**src/rtl/counter_cmd_pkg.sv**
```systemverilog
// Shared command/state types for the counter command arbiter.
package counter_cmd_pkg;

  localparam int CMD_W = 3;

  typedef enum logic [CMD_W-1:0] {
    CMD_NOP    = 3'd0,
    CMD_UP     = 3'd1,
    CMD_DOWN   = 3'd2,
    CMD_CLEAR  = 3'd3,
    CMD_NEGATE = 3'd4,
    CMD_LOAD   = 3'd5
  } cmd_t;

  typedef enum logic [1:0] {
    IDLE = 2'd0,
    EXEC = 2'd1,
    GAP  = 2'd2
  } state_t;

endpackage

```
**src/rtl/counter_cmd_arbiter_rr_arbiter.sv**
```systemverilog
// Round-robin arbiter: one-hot winner among requesters, pointer advances on accepted grant.
module rr_arbiter #(
  parameter int N = 2
) (
  input  logic         i_clk,
  input  logic         i_rst_n,
  input  logic [N-1:0] i_req,
  input  logic         i_advance,
  output logic [N-1:0] o_winner
);

  localparam int IdxW = (N > 1) ? $clog2(N) : 1;

  logic [IdxW-1:0] r_ptr;
  logic [IdxW-1:0] w_win_idx;
  logic [IdxW-1:0] w_idx;

  // Scan farthest offset first so the nearest requester after the pointer overwrites the rest.
  always_comb begin
    o_winner  = '0;
    w_win_idx = r_ptr;
    w_idx     = '0;
    for (int k = N; k >= 1; k--) begin
      w_idx = IdxW'((int'(r_ptr) + k) % N);
      if (i_req[w_idx]) begin
        o_winner        = '0;
        o_winner[w_idx] = 1'b1;
        w_win_idx       = w_idx;
      end
    end
  end

  always_ff @(posedge i_clk or negedge i_rst_n) begin
    if (!i_rst_n) begin
      r_ptr <= IdxW'(N - 1);
    end else if (i_advance) begin
      r_ptr <= w_win_idx;
    end
  end

endmodule

```
**src/rtl/counter_cmd_arbiter.sv**
```systemverilog
// Shares one Size-bit data counter between NumReq command sources with round-robin grants.
// Define COUNTER_CMD_ARB_SATURATE_EN to clamp UP/DOWN/NEGATE at the range limits instead of wrapping.
//
// state | meaning
// IDLE  | waiting for any request; latches winner's command and pulses its grant
// EXEC  | applies the latched command to the data register
// GAP   | enforced idle spacing after a command, requests ignored
module counter_cmd_arbiter
  import counter_cmd_pkg::*;
#(
  parameter int    NumReq    = 2,
  parameter int    Size      = 4,
  parameter string Signed    = "No",
  parameter int    GapCycles = 0
) (
  input  logic                         i_clock,
  input  logic                         i_reset_n,
  input  logic [NumReq-1:0]            i_req,
  input  logic [NumReq-1:0][CMD_W-1:0] i_cmd,
  input  logic [NumReq-1:0][Size-1:0]  i_load_val,
  output logic [NumReq-1:0]            o_grant,
  output logic                         o_busy,
  output logic [Size-1:0]              o_data,
  output logic                         o_overflow
);

  localparam bit IsSigned = (Signed == "Yes");
`ifdef COUNTER_CMD_ARB_SATURATE_EN
  localparam bit Saturate = 1'b1;
`else
  localparam bit Saturate = 1'b0;
`endif
  localparam logic [Size-1:0] MinVal = IsSigned ? {1'b1, {(Size-1){1'b0}}} : {Size{1'b0}};
  localparam logic [Size-1:0] MaxVal = IsSigned ? {1'b0, {(Size-1){1'b1}}} : {Size{1'b1}};
  localparam logic [15:0]     GapLoad = (GapCycles > 0) ? 16'(GapCycles - 1) : 16'd0;

  state_t            r_state;
  state_t            w_state_nxt;
  logic              w_latch;
  logic              w_exec;
  logic              w_gap_load;
  logic [NumReq-1:0] w_winner;
  logic [CMD_W-1:0]  w_sel_cmd;
  logic [Size-1:0]   w_sel_load;
  logic [CMD_W-1:0]  r_cmd;
  logic [Size-1:0]   r_load_val;
  logic [Size-1:0]   r_data;
  logic [Size-1:0]   w_data_nxt;
  logic              w_ovf_nxt;
  logic              r_ovf;
  logic [NumReq-1:0] r_grant;
  logic [15:0]       r_gap_cnt;

  rr_arbiter #(.N(NumReq)) u_rr_arbiter (
    .i_clk     (i_clock),
    .i_rst_n   (i_reset_n),
    .i_req     (i_req),
    .i_advance (w_latch),
    .o_winner  (w_winner)
  );

  always_comb begin
    w_sel_cmd  = '0;
    w_sel_load = '0;
    for (int i = 0; i < NumReq; i++) begin
      if (w_winner[i]) begin
        w_sel_cmd  |= i_cmd[i];
        w_sel_load |= i_load_val[i];
      end
    end
  end

  always_comb begin
    w_state_nxt = r_state;
    w_latch     = 1'b0;
    w_exec      = 1'b0;
    w_gap_load  = 1'b0;
    case (r_state)
      IDLE: begin
        if (|i_req) begin
          w_latch     = 1'b1;
          w_state_nxt = EXEC;
        end
      end
      EXEC: begin
        w_exec = 1'b1;
        if (GapCycles == 0) begin
          w_state_nxt = IDLE;
        end else begin
          w_state_nxt = GAP;
          w_gap_load  = 1'b1;
        end
      end
      GAP: begin
        if (r_gap_cnt == 16'd0) w_state_nxt = IDLE;
      end
      default: w_state_nxt = IDLE;
    endcase
  end

  // Wrap lands on the opposite limit; saturation holds at the limit being crossed.
  always_comb begin
    w_data_nxt = r_data;
    w_ovf_nxt  = 1'b0;
    case (r_cmd)
      CMD_UP: begin
        if (r_data == MaxVal) begin
          w_ovf_nxt  = 1'b1;
          w_data_nxt = Saturate ? MaxVal : MinVal;
        end else begin
          w_data_nxt = r_data + Size'(1);
        end
      end
      CMD_DOWN: begin
        if (r_data == MinVal) begin
          w_ovf_nxt  = 1'b1;
          w_data_nxt = Saturate ? MinVal : MaxVal;
        end else begin
          w_data_nxt = r_data - Size'(1);
        end
      end
      CMD_CLEAR: w_data_nxt = '0;
      CMD_NEGATE: begin
        if (IsSigned) begin
          if (r_data == MinVal) begin
            w_ovf_nxt  = 1'b1;
            w_data_nxt = Saturate ? MaxVal : MinVal;
          end else begin
            w_data_nxt = '0 - r_data;
          end
        end
      end
      CMD_LOAD: w_data_nxt = r_load_val;
      default:  w_data_nxt = r_data;
    endcase
  end

  always_ff @(posedge i_clock or negedge i_reset_n) begin
    if (!i_reset_n) begin
      r_state <= IDLE;
    end else begin
      r_state <= w_state_nxt;
    end
  end

  always_ff @(posedge i_clock or negedge i_reset_n) begin
    if (!i_reset_n) begin
      r_data     <= '0;
      r_grant    <= '0;
      r_ovf      <= 1'b0;
      r_cmd      <= '0;
      r_load_val <= '0;
      r_gap_cnt  <= 16'd0;
    end else begin
      r_grant <= w_latch ? w_winner : '0;
      r_ovf   <= w_exec & w_ovf_nxt;
      if (w_latch) begin
        r_cmd      <= w_sel_cmd;
        r_load_val <= w_sel_load;
      end
      if (w_exec) r_data <= w_data_nxt;
      if (w_gap_load) begin
        r_gap_cnt <= GapLoad;
      end else if (r_state == GAP && r_gap_cnt != 16'd0) begin
        r_gap_cnt <= r_gap_cnt - 16'd1;
      end
    end
  end

  assign o_grant    = r_grant;
  assign o_busy     = (r_state != IDLE);
  assign o_data     = r_data;
  assign o_overflow = r_ovf;

endmodule

```
**config.mk**
```make
export PLATFORM = sky130hd
export DESIGN_NAME = counter_cmd_arbiter
export DESIGN_NICKNAME = d
export VERILOG_FILES = /design/src/rtl/counter_cmd_pkg.sv /design/src/rtl/counter_cmd_arbiter_rr_arbiter.sv /design/src/rtl/counter_cmd_arbiter.sv
export SDC_FILE = /design/constraint.sdc
export NUM_CORES = 1
export LEC_CHECK = 0
export ABC_CLOCK_PERIOD_IN_PS = 1700
export CAP_MARGIN = 5
export CORE_UTILIZATION = 44
export DETAILED_ROUTE_END_ITERATION = 16
export PLACE_DENSITY = 0.75
export SLEW_MARGIN = 40
export SYNTH_ARGS = -nofsm -noshare
export SYNTH_HDL_FRONTEND = slang
export SYNTH_SLANG_ARGS = --single-unit
```
**constraint.sdc**
```tcl
create_clock -name i_clock -period 1.7 [get_ports i_clock]
set_input_delay 0.34 -clock i_clock [delete_from_list [all_inputs] [get_ports i_clock]]
set_output_delay 0.34 -clock i_clock [all_outputs]
set_load 0.03 [all_outputs]
```
==> results by group, run 1 <==
GRT
  – GRT Overall Usage: 0.1956
  – First-pass GRT wire length: 2987 um
  – GRT Residual Overflow: 0
  – Largest net degree at the start of global routing: 17
  – Vias in the first global route: 729
  – Initial antenna violation count: 0

Route
  – WL/cell: 12.00 um
  – Via count: 820
  – Final WL: 1884 um
  – Initial DRC Count: 5
  – DRC viols: 0
  – Drt pass-1 iters: 4
  – Antenna Nets Post-Route: 0
  – Via/cell ratio: 5.223

Clock network
  – CTS tree: yes
  – TritonCTS Buffers: 3
  – Bufs on Longest Clock Path: 2
  – H-tree Lvls: 1
  – Clk pin slew, worst setup/hold paths: 0.09 ns
  – Clock Latency Late Sink: 0.28 ns
  – Hold-fix buffers, CTS: 0
  – Clock root cell: clkbuf_4
  – Clk sinks: 16

Power and ir drop
  – Internal power: 1044 uW
  – Clock group share of total power: 0.141
  – Combinational Power Share: 0.523
  – Leakage power: 0.0005480 uW
  – Total net switching power: 702.5 uW
  – VDD IR max: 0.7844 mV
  – Net Sw Frac: 0.4023
  – Flop pwr share: 0.336
  – Pwr/cell area: 1360 nW/um2

STA
  – Final Hold Viols: 0
  – Max frequency: 605.8 MHz
  – Final clock skew: 0.007094 ns
  – Hold Slack: 0.3561 ns
  – Setup TNS: 0 ns
  – Crit path time final: 1.651 ns
  – Pins Over Slew Limit: 0
  – Final worst path period share: 0.9710
  – Tightest Pin Transition: 0.5476 ns
  – Final setup vio count: 0
  – Worst rel slew slack: 0.6315

Logic synthesis
  – Seq cells post-synth: 16
  – Synth warn: 0
  – FFs w/ async S/R, synth: 1.000
  – Synth top area cells: dfrtp_1 41%, a22oi_1 5.8%, o21ai_0 5.5%
  – Synth Instances: 96
  – Post-Syn Area: 908.4 um2
  – Number of flops mapped to enable cells by yosys: 0
  – Post-synthesis sequential area ratio: 0.4421
  – Top-area cell type share of the netlist area: 0.4132
  – Synthesized Nets: 116
  – Synthesized area per cell: 9.462 um2
  – Post-synth top area cell: dfrtp_1
  – Synth unique cells: 37
  – Top cells by count, synth: 15 x dfrtp_1, 10 x nand2_1, 10 x o21ai_0, 7 x a22oi_1
  – Post-synth top flop: dfrtp_1
  – Most numerous cell in the Yosys netlist: dfrtp_1

Setup path
  – Worst r2r dst: o_data[0]
  – FF-to-FF path depth: 6
  – WS Path Type: reg2out
  – CP cell instances: clkdlybuf4s50_1
  – R2R Path Start: o_data[1]
  – Crit path capture type: output port
  – CP arrival: 1.31 ns
  – R2R setup slack: 0.06 ns
  – Max stage delay on crit path: 0.67 ns
  – CP required: 1.36 ns
  – Top delay family on crit path: buffers and inverters
  – CP startpoint kind: register
  – Critical path buffer and inverter count: 1
  – CP max FO: 2
  – CP max stage cell: clkdlybuf4s50_1

Final layout
  – Area of the multi-input gates: 471.7 um2
  – Register Area: 402.9 um2
  – Layout cell share with drive strength beyond 1: 0.1846
  – Design area: 1284 um2
  – N_diodes: 0
  – Fill count: 177
  – Finished Layout Cells: 157
  – Layout area overhead: 41.32%
  – Util after Layout: 0.6611
  – Fin nets: 151

Min path
  – HP Class: in2async

Floorplanning
  – Die Height: 47.44 um
  – Die X: 47.44 um
  – Total die area: 2250 um2
  – Initial Util: 0.4678
  – Core Rows: 16
  – Core ar.: 1942 um2
  – IO Pins: 26

Outcome
  – Status: completed

Placement
  – Post-Place Cell Area: 1225 um2
  – Final GP Congestion: 0.8800
  – Port bufs: 25
  – Cells after DPL: 151
  – Post-DP HPWL: 1455 um

Run
  – Maxcap violations: 0
[worst reg2reg max path, delay by kind of cell, from the launching register on]
| kind | cells | cell delay, ns |
|---|---|---|
| simple gates | 1 | 0.39 |
| buf+inv | 1 | 0.08 |
| fa+ha+maj | 1 | 0.20 |
| flops | 1 | 0.43 |
| compound gates | 3 | 0.47 |
[per-stage QoR]
step / total power [uW] / worst slack (ns)
after global placement: 1453 / 0.1385
after global routing: 1889 / -0.05451
final: 1746 / 0.04928
after floorplan: 1181 / 0.01753
after detailed placement: 1479 / 0.09018
after CTS: 1696 / 0.03585
[cell families (layout without fill, tap and decap cells)]
logic type	after synthesis	count (layout)	share of synthesized area
flip-flops	16	16	0.4422
XOR/XNOR	2	2	0.01929
AO/OA/AOI/OAI	34	34	0.2645
multiplexers	1	1	0.01102
AND/OR/NAND/NOR	31	31	0.1846
buffers and inverters	10	44	0.05096
adder cells (fa/ha/maj)	2	2	0.02754
[cells in the final DEF, fill, tap and decap left out, types with 2 or more instances in the layout]
master / synthesis / final
o22ai_1: 2 / 2
clkdlybuf4s50_1: 0 / 21
nor2_1: 5 / 5
a21boi_1: 2 / 2
dfrtp_1: 15 / 14
dlygate4sd2_1: 0 / 4
nand3_1: 3 / 3
a21oi_1: 4 / 4
nand2b_1: 3 / 3
a22oi_1: 7 / 7
a211oi_1: 2 / 2
inv_1: 5 / 5
or3b_4: 1 / 2
nand2_1: 10 / 10
buf_4: 0 / 10
o21ai_0: 10 / 10
clkbuf_4: 0 / 3
[power groups by stage]
| stage | combinational (uW) | clock (uW) | sequential [uW] |
|---|---|---|---|
| 2_1_floorplan | 484 | 0 | 697 |
| 3_3_place_gp | 860 | 0 | 592 |
| 3_5_place_dp | 878 | 0 | 600 |
| 4_1_cts | 849 | 257 | 590 |
| 5_1_grt | 1000 | 278 | 606 |
| 6_report | 913 | 247 | 586 |
[per-layer routing]
metal,part of all wire,GRT usage
met5,0,0
met4,0.020,0.1371
met3,0.031,0.03019
met2,0.52,0.3123
met1,0.43,0.2416
[final cells by class]
class / instances / area share
clock buffers: 4 / 0.02827
flip-flops and latches: 16 / 0.3138
repair buffers: 35 / 0.2495
well taps: 27 / 0.02632
multi-input cells: 70 / 0.3674
inverters: 5 / 0.01462
[registers in the layout (all words and copies together) (netlist names)]
name                cells
o_data                  4
r_load_val              4
r_cmd                   3
o_grant                 2
o_overflow              1
r_state                 1
u_rr_arbiter.r_ptr      1
[worst max-delay path by stage]
stage,startpoint,endpoint,slack (ns),depth (start not counted)
after CTS,r_state[0],o_busy,0.04,1
after global routing,o_data[1],o_data[0],-0.05,6
after floorplan,o_data[0],o_data[0],0.02,6
after detailed placement,o_data[1],o_data[0],0.09,6
after global placement,o_data[1],o_data[0],0.14,6
final,r_state[0],o_busy,0.05,1
[what timing repair did]
| action | in CTS | in global routing |
|---|---|---|
| setup buffers | 0 | 2 |
| endpoints found under the setup margin | 4 | 1 |
| resized for setup | 4 | 4 |
Note: power is estimated with default switching activity, not from simulation.
==> run 2: changes to the inputs <==
--- a/config.mk
+++ b/config.mk
@@ -10,6 +10,7 @@
 export CORE_UTILIZATION = 44
 export DETAILED_ROUTE_END_ITERATION = 16
 export PLACE_DENSITY = 0.75
+export SETUP_SLACK_MARGIN = 0.2
 export SLEW_MARGIN = 40
 export SYNTH_ARGS = -nofsm -noshare
 export SYNTH_HDL_FRONTEND = slang
==> run 2 against run 1 <==
Design area is 4.1% higher. Critical path depth is 5 higher. Sequential cell count stayed put.
==> results by group, run 2 (synthesized netlist as in run 1, its figures left out) <==
Floorplanning
  – Core ar.: 1942 um2
  – Die Height: 47.44 um
  – Core Rows: 16
  – IO Pins: 26
  – Die X: 47.44 um
  – Initial Util: 0.4678
  – Total die area: 2250 um2

GRT
  – Vias in the first global route: 834
  – Initial antenna violation count: 0
  – GRT Residual Overflow: 0
  – First-pass GRT wire length: 3360 um
  – Largest net degree at the start of global routing: 17
  – GRT Overall Usage: 0.2180

STA
  – Final Hold Viols: 0
  – Worst rel slew slack: 0.7432
  – Final worst path period share: 0.9161
  – Max frequency: 642.1 MHz
  – Setup TNS: 0 ns
  – Hold Slack: 0.3671 ns
  – Final setup vio count: 0
  – Pins Over Slew Limit: 0
  – Tightest Pin Transition: 0.3828 ns
  – RSZ-0062 raised after global routing: true
  – Final clock skew: 0.004676 ns
  – Crit path time final: 1.557 ns

Power and ir drop
  – Leakage power: 0.0005847 uW
  – Pwr/cell area: 1409 nW/um2
  – Total net switching power: 778.6 uW
  – Combinational Power Share: 0.567
  – Net Sw Frac: 0.4136
  – Internal power: 1104 uW
  – VDD IR max: 0.6900 mV
  – Flop pwr share: 0.324
  – Clock group share of total power: 0.110

Min path
  – HP Class: in2async

Setup path
  – CP cell instances: inv_2, ha_4, or3b_4, o2111ai_2, o21ai_1, a41oi_1
  – Crit path capture type: register
  – CP max FO: 4
  – CP arrival: 1.76 ns
  – CP required: 1.90 ns
  – WS Path Type: reg2reg
  – CP startpoint kind: register
  – R2R setup slack: 0.14 ns
  – Max stage delay on crit path: 0.44 ns
  – Worst r2r dst: o_data[0]
  – CP max stage cell: dfrtp_2
  – FF-to-FF path depth: 6
  – R2R Path Start: o_data[1]

Clock network
  – CTS tree: yes
  – Bufs on Longest Clock Path: 2
  – Clock Latency Late Sink: 0.29 ns
  – TritonCTS Buffers: 3
  – Clock root cell: clkbuf_4
  – H-tree Lvls: 1
  – Hold-fix buffers, CTS: 0
  – Clk pin slew, worst setup/hold paths: 0.09 ns
  – Clk sinks: 16

Route
  – Initial DRC Count: 12
  – Drt pass-1 iters: 4
  – Via count: 878
  – Antenna Nets Post-Route: 0
  – DRC viols: 0
  – WL/cell: 12.91 um
  – Via/cell ratio: 5.354
  – Final WL: 2117 um

Final layout
  – Fill count: 160
  – Fin nets: 158
  – Layout area overhead: 47.11%
  – N_diodes: 0
  – Layout cell share with drive strength beyond 1: 0.2847
  – Commonest non-fill, non-tap cells in the layout: 17 x clkdlybuf4s50_1, 17 x buf_4, 13 x dfrtp_1, 10 x nand2_1, 10 x o21ai_0

Placement
  – Post-DP HPWL: 1546 um
  – Port bufs: 25
  – Final GP Congestion: 0.8369

Outcome
  – Status: completed

Run
  – Maxcap violations: 0
[run 2: cell types whose count changed in the layout (fill, tap and decap cells not counted), sizes merged]
cell,delta
clkdlybuf4s50,-4
buf,+7
clkdlybuf4s15,+1
clkbuf,+3
[run 2: worst max path at each step]
stage,startpoint,to,cells past startpoint
final,o_data[1],o_data[0],6
after global routing,o_data[1],o_data[0],6
after CTS,o_data[2],o_data[2],1
after detailed placement,i_req[0],r_load_val[3],5
after global placement,o_data[0],o_data[0],6
after floorplan,o_data[0],o_data[0],6
[run 2: power groups by stage]
stage                     Sequential, uW  Combinational [uW]  Clock, uW
after detailed placement             639                 888          0
after floorplan                      711                 519          0
after global routing                 627                1160        229
after CTS                            609                1010        221
after global placement               630                 866          0
final                                609                1070        206
[run 2: metal layers]
layer  vias up  global-route usage  part of all wire
met5         -                   0                 0
li1        431                   -                 -
met4         0              0.1029             0.017
met3         4             0.02264             0.031
met2        25              0.4274              0.55
met1       418              0.2280              0.40
[run 2: cell type report]
| cell class | count | area [um2] | share of cell area |
|---|---|---|---|
| inverter | 5 | 18.77 | 0.01404 |
| clock buffer | 4 | 26.28 | 0.01966 |
| tap | 27 | 33.78 | 0.02528 |
| multi-input combinational | 70 | 495.5 | 0.3708 |
| sequential | 16 | 404.1 | 0.3024 |
| timing repair buffer | 42 | 357.8 | 0.2678 |
[run 2: repair_timing]
| action | in CTS | in global routing |
|---|---|---|
| endpoints found under the setup margin | 10 | 7 |
| pin swaps | 1 | 0 |
| setup buffers | 7 | 2 |
| gates resized for setup | 13 | 6 |
[run 2: per-stage QoR]
| step | utilization | cells | worst slack (ns) | area, um2 | power [uW] |
|---|---|---|---|---|---|
| 2_1_floorplan | - | 96 | 0.1366 | 929.6 | 1230 |
| 3_3_place_gp | 0.6418 | 151 | 0.1217 | 1246 | 1497 |
| 3_5_place_dp | 0.6418 | 151 | 0.1063 | 1246 | 1527 |
| 4_1_cts | 0.6836 | 162 | 0.09546 | 1328 | 1843 |
| 5_1_grt | 0.6881 | 164 | 0.05641 | 1336 | 2018 |
| 6_report | 0.6881 | 164 | 0.1427 | 1336 | 1883 |
[run 2: critical path, delay by kind of cell (launching register included)]
| kind | cells | cell delay [ns] |
|---|---|---|
| compound gates | 3 | 0.43 |
| simple gates | 1 | 0.39 |
| fa+ha+maj | 1 | 0.13 |
| flops | 1 | 0.44 |
| buf+inv | 1 | 0.09 |
==> patch (config.mk and constraints of run 1) <==
Put one more register stage on the output `o_overflow`, with the module's reset. The value now appears one clock later. The other outputs are not delayed to match.
--- a/src/rtl/counter_cmd_arbiter.sv
+++ b/src/rtl/counter_cmd_arbiter.sv
@@ -171,5 +171,11 @@
   assign o_busy     = (r_state != IDLE);
   assign o_data     = r_data;
-  assign o_overflow = r_ovf;
+  always_ff @(posedge i_clock or negedge i_reset_n) begin
+    if (!i_reset_n) begin
+      o_overflow <= '0;
+    end else begin
+      o_overflow <= r_ovf;
+    end
+  end
 
 endmodule
Behaviour: not the same (Yosys sat finds a counterexample within 4 cycles, from zero or initial values and one cycle with i_reset_n low).
==> patch against run 1 <==
  * Highest routed layer unchanged
  * Clock skew fell by 0.0026 ns
  * Largest cell class unchanged
  * Routed wire length decreased by 3.1%
  * Power fell by 6.5%
  * Sequential cell count up 1
  * Final cell count up 0.64%
  * Setup slack improved by 0.0048 ns
  * Final area down 0.68%
  * First-iteration DRC count rose to 3.0 times the old value
  * Synthesized cell count rose by 5.2%
  * Area after synthesis grew 3.9%
  * Utilization fell by 1.8 points
==> patch: results (changes against run 1) <==
| Metric | Value |
|---|---|
| Async S/R FF share, synth | `1.00 (unchanged)` |
| Top delay family on crit path | `buffers and inverters` |
| DR vias/cell | `5.34 (+2.2%)` |
| Root Driver | `clkbuf_4` |
| DPL Wire Length | `1.44 mm (-1.1%)` |
| R2R setup slack | `0.18 ns (+0.12 ns)` |
| Ys Warns | `0 (unchanged)` |
| DR top layer | `met4` |
| Worst r2r path cells | `5 (-1)` |
| Synthesized net count | `121 (+4.3%)` |
| Top FF cell, synth | `dfrtp_1` |
| Placement Cell Area | `1240 um^2 (+1.4%)` |
| Initial DRC Count | `15 (+10)` |
| Layout Skew | `0.00452 ns (-0.00257 ns)` |
| DR WL met3 | `84 um (+45%)` |
| Final wirelength | `1.83 mm (-3.1%)` |
| Max stage delay on crit path | `0.67 ns (about the same)` |
| Min-delay worst type | `primary input to asynchronous set/reset pin` |
| Status | `finished, final reports clean` |
| GRT Total Usage | `0.181 (-0.0144)` |
| Layout cell share with drive strength beyond 1 | `0.130 (-0.0548)` |
| Worst relative slew slack | `0.757 (+0.125)` |
| Gpl congestion | `0.920 (+4.6%)` |
| Max IR drop VDD | `0.000715 V (-8.9%)` |
| H-tree levels | `1 (unchanged)` |
| Clock-pin slew on the worst setup and hold paths | `0.10 ns` |
| I/O Buffers | `25 (unchanged)` |
| Worst-path fanout max | `2 (unchanged)` |
| Distinct cells, synth | `39 (+5.4%)` |
| Crit path arrival time | `1.31 ns (about the same)` |
| Fin Hold WS | `0.359 ns (+0.00274 ns)` |
| Pin count of the biggest net entering global routing | `18 (+1)` |
| Initial antenna violation count | `0 (unchanged)` |
| Vias in the first global route | `808 (+11%)` |
| Fin nets | `152 (+0.66%)` |
| Met2 Wirelength | `886 um (-10%)` |
| Post-CTS Setup Bufs | `0 (unchanged)` |
| Global-route wire length before repair | `3.26 mm (+9.2%)` |
| Static leakage | `0.000557 uW (+1.6%)` |
| Synth top area cells | `dfrtp_1 (42%), o21ai_0 (6.4%), a22oi_1 (4.8%)` |
| Synth top cells by count | `dfrtp_1 (16), o21ai_0 (12), nand2_1 (8)` |
| Sequential share of the synthesized area | `0.452 (+0.0101)` |
| Post-Route M1 WL | `820 um (+2.2%)` |
[patch: stage by stage]
| stage | total power (uW) | worst slack [ns] | utilization | cells |
|---|---|---|---|---|
| final | 1630 | 0.0541 | 0.643 | 158 |
| after global routing | 1760 | 0.00707 | 0.643 | 158 |
| after CTS | 1640 | 0.0295 | 0.641 | 158 |
| after detailed placement | 1440 | 0.0951 | 0.627 | 154 |
| after global placement | 1420 | 0.120 | 0.627 | 154 |
| after floorplan | 1160 | 0.110 | - | 101 |
[patch: logic make-up (layout without fill, tap and decap cells)]
family / Yosys count / after routing / share of synthesized area
xor+xnor: 1 / 1 / 0.00929
fa+ha+maj: 2 / 2 / 0.0265
compound gates: 40 / 40 / 0.280
buf+inv: 11 / 41 / 0.0557
flops: 17 / 17 / 0.452
simple gates: 29 / 29 / 0.164
mux: 1 / 1 / 0.0119
[patch: worst paths after layout]
check,start,endpoint
max in group asynchronous,i_reset_n,u_rr_arbiter.r_ptr
hold reg to reg,r_ovf,o_overflow
setup reg to reg,o_data[0],o_data[3]
hold / removal,i_reset_n,r_ovf
min in group i_clock,r_ovf,o_overflow
setup / recovery,o_data[2],o_data[2]
[patch: per-layer routing]
metal,GRT usage,up-vias
li1,-,429
met2,0.308,29
met4,0.0980,0
met5,0,-
met3,0.0377,4
met1,0.215,381
[patch: repair_timing]
action,4_1_cts,5_1_grt
gates resized for setup,2,2
pin swaps,0,0
endpoints found under the setup margin,2,2
[patch: layout make-up]
class / count / share of cell area
well taps: 27 / 0.0265
clock buffers: 3 / 0.0177
flip-flops and latches: 17 / 0.335
repair buffers: 31 / 0.234
clock inverters: 1 / 0.00589
inverters: 6 / 0.0177
multi-input cells: 73 / 0.364
[patch: power breakdown]
| group | switching (uW) | total, uW | internal [uW] |
|---|---|---|---|
| clock | 126 | 216 | 89.5 |
| combinational | 428 | 792 | 364 |
| sequential | 119 | 625 | 506 |
| total | 673 | 1630 | 959 |
